### config.mk
export PLATFORM = sky130hd
export DESIGN_NAME = sar_search_flat
export DESIGN_NICKNAME = d
export VERILOG_FILES = /design/src/rtl/sar_search_if.sv /design/src/rtl/sar_search.sv /design/src/flat_wrapper.sv
export SDC_FILE = /design/constraint.sdc
export NUM_CORES = 1
export LEC_CHECK = 0
export CAP_MARGIN = 5
export CORE_MARGIN = 2
export CORE_UTILIZATION = 46
export DETAILED_ROUTE_END_ITERATION = 8
export PLACE_DENSITY = 0.81
export SLEW_MARGIN = 10
export SYNTH_ARGS = -nofsm -noshare
export SYNTH_HDL_FRONTEND = slang
export SYNTH_SLANG_ARGS = --single-unit
### constraint.sdc
create_clock -name clk -period 3.7 [get_ports clk]
set_input_delay 1.11 -clock clk [delete_from_list [all_inputs] [get_ports clk]]
set_output_delay 1.11 -clock clk [all_outputs]
set_load 0.005 [all_outputs]
### src/rtl/sar_search_if.sv
// Comparator/control bundle for sar_search: the start and comparator flags go in,
// and the probe and search status come out.
interface sar_search_if #(
  parameter int W = 8
);
  localparam int SW = $clog2(W + 2);

  logic          start;
  logic          a_gt_b;
  logic          a_eq_b;
  logic          a_ls_b;
  logic [W-1:0]  probe;
  logic          busy;
  logic          done;
  logic          found;
  logic          err;
  logic [W-1:0]  result;
  logic [SW-1:0] steps;

  modport master (
    output start, a_gt_b, a_eq_b, a_ls_b,
    input  probe, busy, done, found, err, result, steps
  );

  modport slave (
    input  start, a_gt_b, a_eq_b, a_ls_b,
    output probe, busy, done, found, err, result, steps
  );
endinterface

### src/rtl/sar_search.sv
// Binary-search controller. It steps a probe against an external magnitude comparator
// until it finds the target, runs out of range, or sees flags that are not one-hot.
module sar_search #(
  parameter int W = 8
) (
  input logic         clk,
  input logic         rst_n,
  sar_search_if.slave bus
);
  localparam int SW = $clog2(W + 2);
  localparam logic [W-1:0] MAXV = '1;

  typedef enum logic [1:0] {IDLE, SEARCH, DONE} state_t;

  state_t        state_q, state_d;
  logic [W-1:0]  lo_q, lo_d, hi_q, hi_d;
  logic [W-1:0]  probe_q, probe_d, result_q, result_d;
  logic [SW-1:0] steps_q, steps_d;
  logic          found_q, found_d, err_q, err_d, done_q, done_d;
  logic          onehot, upd;
  logic [W:0]    sum;

  assign onehot = ({bus.a_gt_b, bus.a_eq_b, bus.a_ls_b} == 3'b100) ||
                  ({bus.a_gt_b, bus.a_eq_b, bus.a_ls_b} == 3'b010) ||
                  ({bus.a_gt_b, bus.a_eq_b, bus.a_ls_b} == 3'b001);

  always_comb begin
    state_d  = state_q;
    lo_d     = lo_q;
    hi_d     = hi_q;
    probe_d  = probe_q;
    result_d = result_q;
    steps_d  = steps_q;
    found_d  = found_q;
    err_d    = err_q;
    done_d   = 1'b0;
    upd      = 1'b0;
    sum      = '0;
    case (state_q)
      IDLE: begin
        if (bus.start) begin
          lo_d    = '0;
          hi_d    = MAXV;
          probe_d = MAXV >> 1;
          steps_d = '0;
          found_d = 1'b0;
          err_d   = 1'b0;
          state_d = SEARCH;
        end
      end
      SEARCH: begin
        steps_d = steps_q + SW'(1);
        if (!onehot) begin
          err_d   = 1'b1;
          found_d = 1'b0;
          state_d = DONE;
        end else if (bus.a_eq_b) begin
          result_d = probe_q;
          found_d  = 1'b1;
          state_d  = DONE;
        end else if (bus.a_gt_b) begin
          if (probe_q == MAXV) begin
            found_d = 1'b0;
            state_d = DONE;
          end else begin
            lo_d = probe_q + W'(1);
            upd  = 1'b1;
          end
        end else begin
          if (probe_q == '0) begin
            found_d = 1'b0;
            state_d = DONE;
          end else begin
            hi_d = probe_q - W'(1);
            upd  = 1'b1;
          end
        end
        // The midpoint uses the freshly narrowed bounds, so the next probe is ready one edge later.
        if (upd) begin
          if (lo_d > hi_d) begin
            found_d = 1'b0;
            state_d = DONE;
          end else begin
            sum     = {1'b0, lo_d} + {1'b0, hi_d};
            probe_d = W'(sum >> 1);
          end
        end
      end
      DONE: begin
        done_d  = 1'b1;
        state_d = IDLE;
      end
      default: state_d = IDLE;
    endcase
  end

  always_ff @(posedge clk) begin
    if (!rst_n) begin
      state_q  <= IDLE;
      lo_q     <= '0;
      hi_q     <= '0;
      probe_q  <= '0;
      result_q <= '0;
      steps_q  <= '0;
      found_q  <= 1'b0;
      err_q    <= 1'b0;
      done_q   <= 1'b0;
    end else begin
      state_q  <= state_d;
      lo_q     <= lo_d;
      hi_q     <= hi_d;
      probe_q  <= probe_d;
      result_q <= result_d;
      steps_q  <= steps_d;
      found_q  <= found_d;
      err_q    <= err_d;
      done_q   <= done_d;
    end
  end

  assign bus.probe  = probe_q;
  assign bus.busy   = (state_q == SEARCH);
  assign bus.done   = done_q;
  assign bus.found  = found_q;
  assign bus.err    = err_q;
  assign bus.result = result_q;
  assign bus.steps  = steps_q;
endmodule
### src/flat_wrapper.sv
// flat-port wrapper written by rule: the top's interface ports become plain ports
module sar_search_flat 
#(
  parameter int W = 8
)
  (clk, rst_n, bus_start, bus_a_gt_b, bus_a_eq_b, bus_a_ls_b, bus_probe, bus_busy, bus_done, bus_found, bus_err, bus_result, bus_steps);
  sar_search_if #(.W(W)) bus_i ();
  input logic clk;
  input logic rst_n;
  input wire logic [$bits(bus_i.start)-1:0] bus_start;
  input wire logic [$bits(bus_i.a_gt_b)-1:0] bus_a_gt_b;
  input wire logic [$bits(bus_i.a_eq_b)-1:0] bus_a_eq_b;
  input wire logic [$bits(bus_i.a_ls_b)-1:0] bus_a_ls_b;
  output wire logic [$bits(bus_i.probe)-1:0] bus_probe;
  output wire logic [$bits(bus_i.busy)-1:0] bus_busy;
  output wire logic [$bits(bus_i.done)-1:0] bus_done;
  output wire logic [$bits(bus_i.found)-1:0] bus_found;
  output wire logic [$bits(bus_i.err)-1:0] bus_err;
  output wire logic [$bits(bus_i.result)-1:0] bus_result;
  output wire logic [$bits(bus_i.steps)-1:0] bus_steps;
  assign bus_i.start = bus_start;
  assign bus_i.a_gt_b = bus_a_gt_b;
  assign bus_i.a_eq_b = bus_a_eq_b;
  assign bus_i.a_ls_b = bus_a_ls_b;
  assign bus_probe = bus_i.probe;
  assign bus_busy = bus_i.busy;
  assign bus_done = bus_i.done;
  assign bus_found = bus_i.found;
  assign bus_err = bus_i.err;
  assign bus_result = bus_i.result;
  assign bus_steps = bus_i.steps;
  sar_search #(.W(W)) u_core (.clk(clk), .rst_n(rst_n), .bus(bus_i));
endmodule
Word level (Yosys, flattened, before mapping)
Cells that the tools add are included.
{"block": "totals", "regBits": 41, "latch_bits": 0, "ram_bits": 0, "romBits": 0, "in_bits": 6, "out_inout_bits": 24, "n_memories": 0}
{"block": "op_classes", "add_sub_neg": 4, "mul": 0, "div": 0, "order_cmp": 1, "eq_ne": 10, "shifts": 0, "muxes": 47, "n_bitwise": 0, "reduce_logical": 9}
{"cell": "$mux 8", "count": 15}
{"cell": "$pmux 8 s2", "count": 3}
{"cell": "$mux 1", "count": 16}
{"cell": "$mux 2", "count": 8}
{"cell": "$add 8x8->9", "count": 1}
{"cell": "$add 8x1->8 const B", "count": 1}
{"cell": "$eq 8x8->1 const B", "count": 1}
{"cell": "$gt 8x8->1", "count": 1}
{"cell": "$logic_not 8->1", "count": 1}
{"cell": "$pmux 4 s2", "count": 1}
{"cell": "$sub 8x1->8 const B", "count": 1}
{"cell": "$ne 2x2->1 const B", "count": 3}
{"cell": "$reduce_and 3->1", "count": 2}
{"cell": "$add 4x1->4 const B", "count": 1}
{"cell": "$mux 4", "count": 1}
{"cell": "$pmux 1 s2", "count": 2}
{"cell": "$pmux 2 s2", "count": 1}
{"cell": "$reduce_and 4->1", "count": 1}
{"cell": "$eq 3x1->1 const B", "count": 1}
{"cell": "$eq 3x2->1 const B", "count": 1}
{"cell": "$eq 3x3->1 const B", "count": 1}
{"cell": "$eq 2x1->1 const B", "count": 1}
{"cell": "$eq 2x2->1 const B", "count": 1}
{"cell": "$logic_not 2->1", "count": 1}
{"cell": "4 further kinds", "count": 5}

Depth between registers and ports, before layout
{"block": "depth", "word_depth": 10, "depth_mapped": 18, "ltp_nobuf": 15}

Worst setup path after synthesis
OpenSTA, ideal clock, no wires.
{"block": "synth_path", "path_type": "input-to-reg", "startpoint": "in bus_a_eq_b", "endpoint": "reg u_core.probe_q[0], in the netlist u_core.bus.probe[0]", "setup_ps": 119, "arrival_ps": 3546, "t_required_ps": 3581, "path_slack_ps": 35, "stages": 13, "n_path_buf": 2, "cell_sequence": "or3b_4 -> o21bai_4 -> buf_6 -> mux2i_4 -> inv_1 -> ha_1 -> o21bai_1 -> a221oi_1 -> o211ai_1 -> o21ai_0 -> a31o_1 -> buf_6 -> o221a_1"}
{"block": "synth_between", "elab_chain_cells": 9, "elab_cells_between_ends": 22, "cone_classes": "add/sub: 1; order compare: 1; eq/ne: 5; mux: 12; reduce/logical: 3"}
{"element": "from (decl)", "line_no": "flat_wrapper.sv:12", "source": "input wire logic [$bits(bus_i.a_eq_b)-1:0] bus_a_eq_b;"}
{"element": "$eq 3x3->1 / $eq 3x2->1 (equally long branches)", "line_no": "sar_search.sv:23, sar_search.sv:24"}
{"element": "$logic_or 1x1->1", "line_no": "sar_search.sv:23", "source": "assign onehot = ({bus.a_gt_b, bus.a_eq_b, bus.a_ls_b} == 3'b100) ||"}
{"element": "$logic_or 1x1->1", "line_no": "sar_search.sv:24", "source": "({bus.a_gt_b, bus.a_eq_b, bus.a_ls_b} == 3'b010) ||"}
{"element": "$mux 8", "line_no": "sar_search.sv:53", "source": "if (!onehot) begin"}
{"element": "$mux 8", "line_no": "sar_search.sv:39", "source": "case (state_q)"}
{"element": "$add 8x8->9", "line_no": "sar_search.sv:84", "source": "sum = {1'b0, lo_d} + {1'b0, hi_d};"}
{"element": "$mux 8", "line_no": "sar_search.sv:80", "source": "if (lo_d > hi_d) begin"}
{"element": "$mux 8", "line_no": "sar_search.sv:79", "source": "if (upd) begin"}
{"element": "$pmux 8 s2", "line_no": "sar_search.sv:39"}
{"element": "to (signal assigned)", "line_no": "sar_search.sv:112", "source": "probe_q <= probe_d;"}
{"element": "to (decl)", "line_no": "sar_search.sv:17", "source": "logic [W-1:0] probe_q, probe_d, result_q, result_d;"}
Several ways; a longest one is shown, not always the timed one. The select of a mux whose other input is x is not followed.
A chain may end at the register's enable or synchronous reset.

Worst setup path in the final report
{"block": "layout_path", "startpoint": "in bus_a_ls_b", "endpoint": "reg u_core.probe_q[6], in the netlist u_core.bus.probe[6]"}
{"block": "layout_between", "elab_chain_cells": 9, "elab_cells_between_ends": 19, "cone_classes": "add/sub: 1; order compare: 1; eq/ne: 5; mux: 9; reduce/logical: 3"}
{"element": "from (decl)", "line_no": "flat_wrapper.sv:13", "source": "input wire logic [$bits(bus_i.a_ls_b)-1:0] bus_a_ls_b;"}
{"element": "$eq 3x3->1 / $eq 3x2->1 (equally long branches)", "line_no": "sar_search.sv:23, sar_search.sv:24"}
{"element": "$logic_or 1x1->1", "line_no": "sar_search.sv:23"}
{"element": "$logic_or 1x1->1 *", "line_no": "sar_search.sv:24"}
{"element": "$mux 8", "line_no": "sar_search.sv:53"}
{"element": "$mux 8", "line_no": "sar_search.sv:39"}
{"element": "$add 8x8->9", "line_no": "sar_search.sv:84"}
{"element": "$mux 8", "line_no": "sar_search.sv:80"}
{"element": "$mux 8", "line_no": "sar_search.sv:79"}
{"element": "$pmux 8 s2", "line_no": "sar_search.sv:39"}
Every way passes the cells marked *; elsewhere a longest branch is shown, timed or not. The select of a mux whose other input is x is not followed.

==> impl_results.md <==
* Worst-Margin Slew at 0.939 ns
* Seq/Total Area, Yosys at 0.311
* Cell taking the most area after synthesis: dfxtp_1
* Post-Place Cells at 447
* Post-CTS Hold Buffers at 0
* Total track usage at 0.244
* Number of synthesized flops with an enable pin at 0
* CTS root buffer: clkbuf_8
* Final Max Tran Viols at 0
* Min-delay src: u_core.state_q[0]
* Reg2reg end: u_core.bus.probe[6]
* Worst hold slack at 0.442 ns
* TNS Setup at 0 ns
* Die Y at 79.8 microns
* Vias at 2617
* # nets final at 414
* Fill cells at 416
* Chip width at 79.8 microns
* Net count after synthesis at 345
* FP Rows at 27
* Reg2Reg Setup Slack at 0.52 ns
* 1st-pass router iterations at 5
* Final estimated routing congestion in global placement at 0.960
* Routed len/inst at 16.7 microns
* Startpoint Class: input port
* Clock Skew at 0.00694 ns
* Placed cell areas at 3280 sq um
* Worst Hold Depth at 1
* Synth Flop Type: dfxtp_1
* Via/cell ratio at 5.69
* Starting density of the core at 0.477
* R2r worst-path depth at 17
* Layout cell share with drive strength beyond 1 at 0.253
* Status: completed
* Core Footprint at 5540 sq um
* P&R area growth vs syn at 36.3%
* CTS tree: yes
* LEAKAGE at 1.45 nW
* Final Cell Area at 3600 sq um
* Initial antenna violation count at 0
* Hpwl dp at 5190 microns
* Synth top area share at 0.311
* DRT iter0 DRCs at 366
* Total gr overflow at 0
* Critical Path RT at 3.90 ns
* Final design utilization at 0.650
* Ys async rst share at 0
* Die area at 6370 sq um
* IO buf count at 29
* CTS sink cnt at 41
* RSZ-0062 raised after global routing: false
* Syn Area/Cell at 8.31 sq um
* Worst hold path type: reg2reg
* FMAX at 275 MHz
* Diodes inserted at 0
* Finished Layout Cells at 460
* Number of max-cap violations at 0
* Flops & latches, synth at 41
* First-pass GRT wire length at 11800 microns
* R2R Path Start: u_core.bus.probe[0]
* Clk pin slew, worst setup/hold paths at 0.09 ns
* Critical path type: in2reg
* Crit end category: register
* Post-synthesis cell count at 318
* Worst slew margin at 0.372
* Maximum vdd drop at 0.346 mV
* Critical Path AT at 3.83 ns
* Final setup violating endpoints at 0
* Synth warnings at 0
* Total power at 1.52 mW
* Synth top area cells: dfxtp_1 31%, ha_1 9.5%, nor2b_1 4.3%
* Max Buffers Root-to-Sink at 2
* Final setup margin at 0.0673 ns
* Vias in the first global route at 2486
* Hold Vio Cnt, Final at 0
* Clock Latency Late Sink at 0.30 ns
* WL final at 7700 microns
* Pwr dens at 422 nW/um^2
* Pin count of the biggest net entering global routing at 28
* Netlist cell types at 44
* Min Tclk post-route at 3.63 ns
* Period utilisation layout at 0.982
* Cts bufs inserted at 5
* ANT nets after route at 0
* Hold Path End: u_core.bus.done
* DRC Markers at 0
* Number of I/O pins at 30
* Synthesized area at 2640 sq um
* CP max FO at 7
* H-tree Lvls at 2
* Setup WS pre-CTS at -0.537 ns
where the power goes:
group          leakage (nW)  internal [mW]  switching [mW]  total [mW]
combinational          1.05          0.270           0.301       0.571
clock                0.0687          0.272           0.172       0.444
sequential            0.336          0.477          0.0296       0.506
total                  1.45           1.02           0.503        1.52
state kept, by name, summed over array words and instances, names as in the netlist:
register           flops
u_core.bus.steps       4
u_core.bus.done        1
u_core.bus.err         1
u_core.hi_q            8
u_core.state_q         2
u_core.lo_q            8
u_core.bus.found       1
u_core.bus.result      8
u_core.bus.probe       8
cell type report:
| cell class | instances | area (sq um) | share of cell area |
|---|---|---|---|
| clock buffer | 5 | 68.8 | 0.0191 |
| clock inverter | 3 | 68.8 | 0.0191 |
| inverter | 18 | 67.6 | 0.0188 |
| multi-input combinational | 239 | 1790 | 0.496 |
| sequential | 41 | 821 | 0.228 |
| tap | 72 | 90.1 | 0.0250 |
| timing repair buffer | 82 | 699 | 0.194 |
cells by family (layout without fill, tap and decap cells):
| family | count (synthesis) | count (layout) | share of synthesized area |
|---|---|---|---|
| AND/OR/NAND/NOR | 110 | 110 | 0.208 |
| AO/OA/AOI/OAI | 79 | 81 | 0.207 |
| flip-flops | 41 | 41 | 0.311 |
| buffers and inverters | 40 | 108 | 0.0724 |
| adder cells (fa/ha/maj) | 21 | 21 | 0.102 |
| XOR/XNOR | 16 | 16 | 0.0530 |
| multiplexers | 11 | 11 | 0.0464 |
worst max-delay path, stage by stage:
cell	delay (ns)
dlygate4sd2_1	0.27
or3b_4	0.44
o21bai_2	0.27
nand2_1	0.11
o21ai_1	0.12
ha_1	0.38
buf_4	0.15
inv_1	0.07
a21oi_1	0.06
o211ai_1	0.10
o21ai_2	0.14
a31o_1	0.31
o221a_1	0.28
repair_timing:
action	CTS	global route
pin swaps	7	8
setup endpoints to repair	10	10
buffers inserted	2	1
gates resized for setup	14	18
gates cloned	2	0
endpoints found under the hold margin	0	0
cell usage in the layout, fill, tap and decap left out, types with 7 or more instances in the layout:
master / synthesis / final
nand2_1: 29 / 28
inv_1: 18 / 17
nand3_1: 12 / 11
ha_1: 20 / 15
nor2b_1: 18 / 18
a22oi_1: 7 / 7
o21ai_2: 9 / 12
xnor2_1: 11 / 11
dfxtp_1: 41 / 41
nor2_1: 28 / 24
o21ai_0: 21 / 20
mux2i_1: 10 / 10
buf_4: 1 / 51
clkdlybuf4s50_1: 0 / 26
a21oi_1: 16 / 14
o221a_1: 7 / 7
synth_stat cells, types with 2 or more instances:
master	number
a21oi_1	16
a22oi_1	7
a31o_1	2
and2_1	3
and3_1	4
buf_2	6
buf_6	4
clkbuf_1	11
dfxtp_1	41
ha_1	20
inv_1	18
mux2i_1	10
nand2_1	29
nand2b_1	3
nand3_1	12
nor2_1	28
nor2b_1	18
nor3_1	5
o211ai_1	2
o21ai_0	21
o21ai_1	5
o21ai_2	9
o21bai_1	3
o221a_1	7
xnor2_1	11
xor2_1	5
layer usage:
layer / track usage / share of wire / vias up
li1: - / - / 1232
met5: 0 / 0 / -
met4: 0.110 / 0.028 / 0
met1: 0.288 / 0.42 / 1234
met2: 0.431 / 0.48 / 124
met3: 0.0407 / 0.068 / 27
worst max-delay path by stage:
stage / start / end / cells after the start
6_report: bus_a_ls_b / u_core.bus.probe[6] / 13
4_1_cts: bus_a_eq_b / u_core.bus.probe[0] / 12
3_3_place_gp: bus_a_gt_b / u_core.bus.probe[3] / 12
5_1_grt: bus_a_ls_b / u_core.bus.probe[6] / 13
3_5_place_dp: bus_a_gt_b / u_core.bus.probe[3] / 12
2_1_floorplan: bus_a_eq_b / u_core.bus.probe[0] / 13
No activity file was read; power rests on OpenSTA's default activity.
